`config.mk`:
```
export PLATFORM = sky130hd
export DESIGN_NAME = motor_ramp_sched
export DESIGN_NICKNAME = d
export VERILOG_FILES = /design/src/rtl/motor_ramp_sched.sv
export SDC_FILE = /design/constraint.sdc
export NUM_CORES = 1
export LEC_CHECK = 0
export CORE_MARGIN = 10
export CORE_UTILIZATION = 55
export DETAILED_ROUTE_END_ITERATION = 16
export PLACE_DENSITY = 0.8
export SYNTH_ARGS = -nofsm -noshare
export SYNTH_HDL_FRONTEND = slang
export SYNTH_SLANG_ARGS = --single-unit
```
`constraint.sdc`:
```
create_clock -name clk -period 6.1 [get_ports clk]
set_input_delay 1.22 -clock clk [delete_from_list [all_inputs] [get_ports clk]]
set_output_delay 1.22 -clock clk [all_outputs]
set_load 0.1 [all_outputs]
```
`src/rtl/motor_ramp_sched.sv`:
```
// Slew-rate scheduler for left/right PWM speed commands: bounded step per tick,
// a zero-speed brake dwell before any reversal, and a level emergency stop.
module motor_ramp_sched #(
  parameter int STEP      = 32,
  parameter int TICK_DIV  = 1000,
  parameter int BRAKE_CYC = 256
) (
  input  logic               clk,
  input  logic               rst_n,
  input  logic signed [10:0] lft_tgt,
  input  logic signed [10:0] rht_tgt,
  input  logic               tgt_vld,
  input  logic               estop,
  output logic signed [10:0] lft,
  output logic signed [10:0] rht,
  output logic               at_tgt,
  output logic               busy
);

  localparam int TW = (TICK_DIV > 1) ? $clog2(TICK_DIV) : 1;
  localparam int HW = (BRAKE_CYC > 1) ? $clog2(BRAKE_CYC) : 1;
  localparam logic [TW-1:0]     TICK_LAST = TW'(TICK_DIV - 1);
  localparam logic [HW-1:0]     HOLD_LAST = HW'(BRAKE_CYC - 1);
  localparam logic signed [11:0] STEP_S   = 12'(STEP);
  localparam logic signed [11:0] MAX_S    = 12'sd1023;

  typedef enum logic [1:0] {
    IDLE = 2'd0,
    RAMP = 2'd1,
    HOLD = 2'd2
  } side_st_t;

  // -1024 has no positive mirror, so it is folded onto -1023
  function automatic logic signed [10:0] clamp_tgt(input logic signed [10:0] t);
    return (t == 11'sh400) ? 11'sh401 : t;
  endfunction

  function automatic logic signed [10:0] sat12(input logic signed [11:0] v);
    if (v > MAX_S)  return 11'sd1023;
    if (v < -MAX_S) return -11'sd1023;
    return v[10:0];
  endfunction

  function automatic logic signed [11:0] abs12(input logic signed [11:0] v);
    return (v < 12'sd0) ? -v : v;
  endfunction

  logic [TW-1:0] tick_cnt;
  logic          tick;
  logic          at_q;

  logic signed [10:0] tgt_in  [2];
  logic signed [10:0] cur_all [2];
  logic               idle_d  [2];

  assign tick      = (tick_cnt == TICK_LAST);
  assign tgt_in[0] = lft_tgt;
  assign tgt_in[1] = rht_tgt;

  always_ff @(posedge clk) begin
    if (!rst_n) begin
      tick_cnt <= '0;
    end else if (tick) begin
      tick_cnt <= '0;
    end else begin
      tick_cnt <= tick_cnt + TW'(1);
    end
  end

  for (genvar s = 0; s < 2; s++) begin : g_side
    side_st_t           st_q, st_d;
    logic signed [10:0] tgt_q, tgt_eff, cur_q, cur_d;
    logic [HW-1:0]      hold_q, hold_d;
    logic signed [11:0] cur_x, tgt_x, diff;
    logic               rev;

    always_comb begin
      // a target captured this cycle already steers this cycle's decision
      tgt_eff = (tgt_vld && !estop) ? clamp_tgt(tgt_in[s]) : tgt_q;
      cur_x   = {cur_q[10], cur_q};
      tgt_x   = {tgt_eff[10], tgt_eff};
      diff    = tgt_x - cur_x;
      rev     = (cur_x > 12'sd0 && tgt_x < 12'sd0) || (cur_x < 12'sd0 && tgt_x > 12'sd0);
      st_d    = st_q;
      cur_d   = cur_q;
      hold_d  = hold_q;
      case (st_q)
        IDLE: begin
          if (tgt_eff != cur_q) st_d = RAMP;
        end
        RAMP: begin
          if (tick) begin
            if (rev) begin
              if (abs12(cur_x) <= STEP_S) begin
                cur_d  = '0;
                hold_d = '0;
                st_d   = HOLD;
              end else begin
                cur_d = sat12((cur_x > 12'sd0) ? cur_x - STEP_S : cur_x + STEP_S);
              end
            end else if (abs12(diff) <= STEP_S) begin
              cur_d = tgt_eff;
              st_d  = IDLE;
            end else begin
              cur_d = sat12((diff > 12'sd0) ? cur_x + STEP_S : cur_x - STEP_S);
            end
          end
        end
        HOLD: begin
          // dwell is counted in clocks and is never shortened by a retarget
          if (hold_q == HOLD_LAST) begin
            hold_d = '0;
            st_d   = (tgt_eff == 11'sd0) ? IDLE : RAMP;
          end else begin
            hold_d = hold_q + HW'(1);
          end
        end
        default: st_d = IDLE;
      endcase
      if (estop) begin
        st_d   = IDLE;
        cur_d  = '0;
        hold_d = '0;
      end
    end

    always_ff @(posedge clk) begin
      if (!rst_n) begin
        st_q   <= IDLE;
        cur_q  <= '0;
        tgt_q  <= '0;
        hold_q <= '0;
      end else begin
        st_q   <= st_d;
        cur_q  <= cur_d;
        hold_q <= hold_d;
        tgt_q  <= estop ? 11'sd0 : tgt_eff;
      end
    end

    assign cur_all[s] = cur_q;
    assign idle_d[s]  = (st_d == IDLE);
  end

  always_ff @(posedge clk) begin
    if (!rst_n) begin
      at_q <= 1'b1;
    end else begin
      at_q <= idle_d[0] && idle_d[1];
    end
  end

  assign lft    = cur_all[0];
  assign rht    = cur_all[1];
  assign at_tgt = at_q;
  assign busy   = ~at_q;

endmodule

```
---- Word-level counts from Yosys, hierarchy flattened ----
Index checks and enable logic that the tools add are counted.
operators by class
  shift-type cells ........................ 0
  add/subtract/negate cells ............... 13
  magnitude comparators ................... 24
  divide/modulo/power cells ............... 0
  $mul .................................... 0
  equality and inequality tests ........... 17
  multiplexer cells ....................... 106
  bitwise gates (word level) .............. 2
  reductions and logical operators ........ 23
operators by type and width
  operator                                                                        count
  11-bit 2-to-1 mux                                                               26
  12-bit 2-to-1 mux                                                               8
  8-bit 2-to-1 mux                                                                8
  12-bit by 11-bit > comparator with 1-bit output, second input constant          4
  12-bit by 7-bit <= comparator with 1-bit output, second input constant          4
  12-bit by 11-bit less-than comparator with 1-bit output, second input constant  4
  1-bit 2-to-1 mux                                                                46
  11-bit by 1-bit > comparator with 1-bit output, second input constant           4
  11-bit by 1-bit less-than comparator with 1-bit output, second input constant   4
  8-bit one-hot mux with 2 select lines                                           2
  2-bit 2-to-1 mux                                                                14
  11-bit by 7-bit adder with 12-bit output, second input constant                 2
  12-bit by 1-bit > comparator with 1-bit output, second input constant           2
  12-bit by 1-bit less-than comparator with 1-bit output, second input constant   2
  11-bit negation with 12-bit output                                              2
  12-bit negation                                                                 2
  11-bit by 11-bit subtractor with 12-bit output                                  2
  11-bit by 7-bit subtractor with 12-bit output, second input constant            2
  11-bit equality test, second input constant                                     2
  11-bit logical NOT                                                              2
  11-bit != test                                                                  2
  8-bit by 1-bit adder with 8-bit output, second input constant                   2
  8-bit equality test, second input constant                                      2
  2-bit != test, second input constant                                            6
  other kinds (14)                                                                31
storage, ports and cells
  register bits ........................... 75
  memory bits (writable) .................. 0
  ROM bits ................................ 0
  logic and storage cells ................. 195
  latch bits .............................. 0
  memories ................................ 0
  output and inout port bits .............. 24
  bits of input ports ..................... 26

---- Logic depth before layout (Yosys ltp) ----
  word-level depth ........................ 21
  mapped depth ............................ 20
  mapped depth without buffers ............ 17

---- Worst setup path before layout ----
OpenSTA, ideal clock, no wires.
  kind .................................... input to register
  start ................................... in tgt_vld
  end ..................................... reg g_side[1].cur_q[3] (netlist: rht[3])
  library setup time ...................... 0.121 ns
  arrival ................................. 5.646 ns
  setup slack ............................. 0.333 ns
  buffers on the path ..................... 2
  stages on the path ...................... 17
  required time ........................... 5.979 ns
  cell sequence ........................... nor2b_1 clkbuf_1 clkbuf_1 o21ai_0 ha_1 fa_1 and2b_1 o31a_1 a21oi_1 a211o_1 or2_0 o41a_1 a21o_1 a2111o_1 nor4_4 o221ai_2 o221a_1
on the way
  word-level cells in the longest chain between the ends .. 16
  elaborated cells on any way between the ends .. 32
  those cells by class .................... add/sub: 2; order compare: 7; mux: 19; reduce/logical: 4
ends and longest elaborated chain
  what                                                     RTL line  source
  from (decl)                                              12        input logic tgt_vld,
  1-bit logical AND (*)                                    79        tgt_eff = (tgt_vld && !estop) ? clamp_tgt(tgt_in[s]) : tgt_q;
  11-bit 2-to-1 mux (*)                                    79
  11-bit by 11-bit subtractor with 12-bit output           82        diff = tgt_x - cur_x;
  12-bit by 1-bit > comparator with 1-bit output           105       cur_d = sat12((diff > 12'sd0) ? cur_x + STEP_S : cur_x - STEP_S);
  12-bit 2-to-1 mux                                        105
  12-bit by 11-bit less-than comparator with 1-bit output  40        if (v < -MAX_S) return -11'sd1023;
  1-bit 2-to-1 mux (2 in series)                           40
  1-bit 2-to-1 mux                                         101       end else if (abs12(diff) <= STEP_S) begin
  1-bit 2-to-1 mux                                         93        if (rev) begin
  1-bit 2-to-1 mux                                         92        if (tick) begin
  1-bit 2-to-1 mux                                         87        case (st_q)
  11-bit 2-to-1 mux                                        41        return v[10:0];
  11-bit 2-to-1 mux                                        40
  11-bit 2-to-1 mux                                        101
  11-bit 2-to-1 mux (*)                                    93
  to (signal assigned)                                     135       cur_q <= cur_d;
  to (decl)                                                72        logic signed [10:0] tgt_q, tgt_eff, cur_q, cur_d;
Mark *: on every way between the ends. The rest lies on a longest branch, timed or not. The select of a mux whose other input is x is not followed.
A chain may end at the register's enable or synchronous reset.

---- Worst setup path after layout ----
  start ................................... in rht_tgt[6]
  end ..................................... reg g_side[1].cur_q[2] (netlist: rht[2])
on the way
  word-level cells in the longest chain between the ends .. 17
  elaborated cells on any way between the ends .. 33
  those cells by class .................... add/sub: 2; order compare: 7; eq/ne: 1; mux: 20; reduce/logical: 3
ends and longest elaborated chain
  what                                                     RTL line  source
  from (decl)                                              11        input logic signed [10:0] rht_tgt,
  11-bit equality test                                     35        return (t == 11'sh400) ? 11'sh401 : t;
  11-bit 2-to-1 mux (*)                                    35
  11-bit 2-to-1 mux (*)                                    79
  11-bit by 11-bit subtractor with 12-bit output           82
  12-bit by 1-bit > comparator with 1-bit output           105
  12-bit 2-to-1 mux                                        105
  12-bit by 11-bit less-than comparator with 1-bit output  40
  1-bit 2-to-1 mux (2 in series)                           40
  1-bit 2-to-1 mux                                         101
  1-bit 2-to-1 mux                                         93
  1-bit 2-to-1 mux                                         92
  1-bit 2-to-1 mux                                         87
  11-bit 2-to-1 mux                                        41
  11-bit 2-to-1 mux                                        40
  11-bit 2-to-1 mux                                        101
  11-bit 2-to-1 mux (*)                                    93
Marked as above.

==> impl_metrics.ini <==
[run_status]
status = completed

[sta]
setup_viol = 0
hold_viol_final = 0
setup_tns_ps = 0
drv_slew = 0
finalCritPeriodShare = 0.938
holdWs_ps = 468
max_freq_ghz = 0.175
finalCriticalPeriod_ps = 5720
skew_ps = 10.9
slew_headroom = 0.256
rsz0062_at_grt = no
worstMarginPinSlew_ps = 1110

[clock_network]
cts_tree = yes
cts_sinks = 75
worstSkewPairLatency_ps = 350
cts_root_buf = clkbuf_16
clock_path_buffers = 2
cts_hold_buf = 0
cts_htree_levels = 3
cts_resized = 0
post_cts_buffers = 0
clk_pin_slew_ps = 60
cts_made_buffers = 9

[pwr]
p_per_area_nw_per_um2 = 182
switching_share = 0.316
p_leak_nw = 3.28
combPwrFrac = 0.296
pwr-share-clk = 0.361
internal-power_mw = 1.00
p_switching_mw = 0.463
irDropWorstVdd_mv = 0.210
pwr-share-seq = 0.343

[setup_path]
worstPathRequired_ps = 6330
cp_max_fo = 12
critPathLaunchType = input pin
crit_arrival_ps = 5960
reg2reg_slack_ps = 1580
criticalPathCategory = in2reg
end_kind = flip-flop

[floorplan]
die_h_um = 132
die_width_um = 132
core_um2 = 12200
num_io_pins = 50
initial_core_util = 0.569
die_area_um2 = 17500
num_rows = 40

[drt]
routed_wl_mm = 20.5
drc_errors = 0
wl_per_cell_um = 17.5
ant_nets = 0
drtIter0Drc = 725
drt_pass1_iterations = 6
vias = 7260
viasPerCell = 6.18

[flow_run]
drv_cap = 0

[synth]
yosysMostFrequentCell = nor2_1
async_reset_ff_frac = 0
yosysWarnings = 0
yosys_most_used_dff = dfxtp_1
synth.distinct_cells = 91
ys_top_cells_by_area = dfxtp_1 (22%), ha_1 (6.3%), nor2_1 (5.7%)
syn_area_um2 = 6920
synth-seq-area-share = 0.217
yosys.area.top_type_share = 0.217
synth-edff-count = 0
syn-mean-instance-area_um2 = 7.32
synth_cells = 946
ys_ff_latch = 75
synth_nets = 1009
synth_common_cells = nor2_1 (106), nand2_1 (83), dfxtp_1 (75)
yosysTopAreaCell = dfxtp_1

[global_route]
grt_max_degree = 29
grt-ovfl-total = 0
grt_pass1_vias = 6723
grt_pass1_wl_mm = 33.8
antenna_found_initial = 2
grt.total_usage = 0.228

[cells_and_area]
finalCoreUtilization = 0.662
syn2layout_area_growth_pct = 16.3
finalNonFillerCells = 1175
fillers = 1107
nets = 1063
drive_gt1_frac = 0.0856

[placed_design]
place_hpwl_mm = 15.7
routabilityCongestion = 0.961
placed_cells = 1157
port_buffers = 49

[hold_path]
min_path_type = reg2reg
-- routing by layer --
metal | up-vias | global-route usage | part of all wire
met3 | 37 | 0.0705 | 0.088
met2 | 251 | 0.339 | 0.43
met5 | - | 0 | 0
met1 | 3360 | 0.306 | 0.46
li1 | 3612 | - | -
met4 | 0 | 0.0715 | 0.019
-- sequential cells by signal (all words and copies together) (netlist names) --
| name | count |
|---|---|
| tick_cnt | 10 |
| lft | 11 |
| g_side.tgt_q | 22 |
| rht | 11 |
| at_tgt | 1 |
| g_side.st_q | 4 |
| g_side.hold_q | 16 |
-- per-stage QoR --
| stage | setup slack (ps) | total power [mW] | cell area (um2) |
|---|---|---|---|
| 2_1_floorplan | 333 | 0.812 | 6920 |
| 5_1_grt | 51.9 | 1.54 | 8040 |
| 3_5_place_dp | 8.50 | 0.938 | 7740 |
| 3_3_place_gp | 92.3 | 0.932 | 7740 |
| 6_report | 378 | 1.47 | 8050 |
| 4_1_cts | 318 | 1.47 | 8040 |
-- worst paths after layout --
check                              startpoint                               end  depth (start not counted)
min reg2reg  g_side[1].hold_q[7]$_SDFFE_PP0P_  g_side[1].hold_q[7]$_SDFFE_PP0P_                          1
max                                rht_tgt[6]               rht[2]$_SDFFE_PP0P_                         19
max reg2reg               lft[7]$_SDFFE_PP0P_                 at_tgt$_SDFF_PN1_                         13
min          g_side[1].hold_q[7]$_SDFFE_PP0P_  g_side[1].hold_q[7]$_SDFFE_PP0P_                          1
-- cell type report --
| class | instances | area, um2 | area share |
|---|---|---|---|
| Inverter | 52 | 195 | 0.0242 |
| Timing Repair Buffer | 85 | 773 | 0.0961 |
| Clock inverter | 6 | 66.3 | 0.00824 |
| Tap cell | 168 | 210 | 0.0261 |
| Sequential cell | 75 | 1500 | 0.187 |
| Multi-Input combinational cell | 777 | 5070 | 0.630 |
| Antenna cell | 2 | 5.00 | 0.000622 |
| Clock buffer | 10 | 229 | 0.0284 |
-- cell families (layout without fill, tap and decap cells) --
kind of cell | after synthesis | count (layout) | share of synthesized area
compound gates | 264 | 264 | 0.273
xor+xnor | 37 | 37 | 0.0468
fa+ha+maj | 37 | 37 | 0.0691
buf+inv | 94 | 153 | 0.0522
flops | 75 | 75 | 0.217
mux | 24 | 24 | 0.0351
other cells | 0 | 2 | 0
simple gates | 415 | 415 | 0.307
-- layout by cell type (no fill, tap or decap), types with 15 or more instances in the layout --
master and n:
ha_1 35, a31oi_1 15, a21oi_1 56, nand3_1 37, buf_4 35, nor4_1 17
nand2_1 83, a221oi_1 15, nor3_1 31, clkdlybuf4s50_1 49, nor2_1 106, mux2i_1 22
inv_1 50, and3_1 24, xnor2_1 27, o21ai_0 41, nand2b_1 16, dfxtp_1 75
and2_1 20
-- worst max-delay path, stage by stage --
cell	delay, ps
clkdlybuf4s50_1	450
nor4_2	330
nand3_1	140
o21ai_0	140
o21ai_0	130
ha_1	220
fa_1	390
and2b_1	220
o31a_1	210
a21oi_1	90
a211o_1	330
or2_0	220
o41a_1	470
buf_4	210
mux2_2	300
nor2_2	180
a31oi_1	170
o21a_2	280
o221a_1	250
-- power groups by stage --
| stage | clock network, mW | logic [mW] | registers, mW |
|---|---|---|---|
| 2_1_floorplan | 0 | 0.292 | 0.520 |
| 3_3_place_gp | 0 | 0.419 | 0.513 |
| 3_5_place_dp | 0 | 0.425 | 0.513 |
| 4_1_cts | 0.539 | 0.428 | 0.502 |
| 5_1_grt | 0.555 | 0.477 | 0.503 |
| 6_report | 0.529 | 0.434 | 0.502 |
Power figures use the tool's default switching activity.
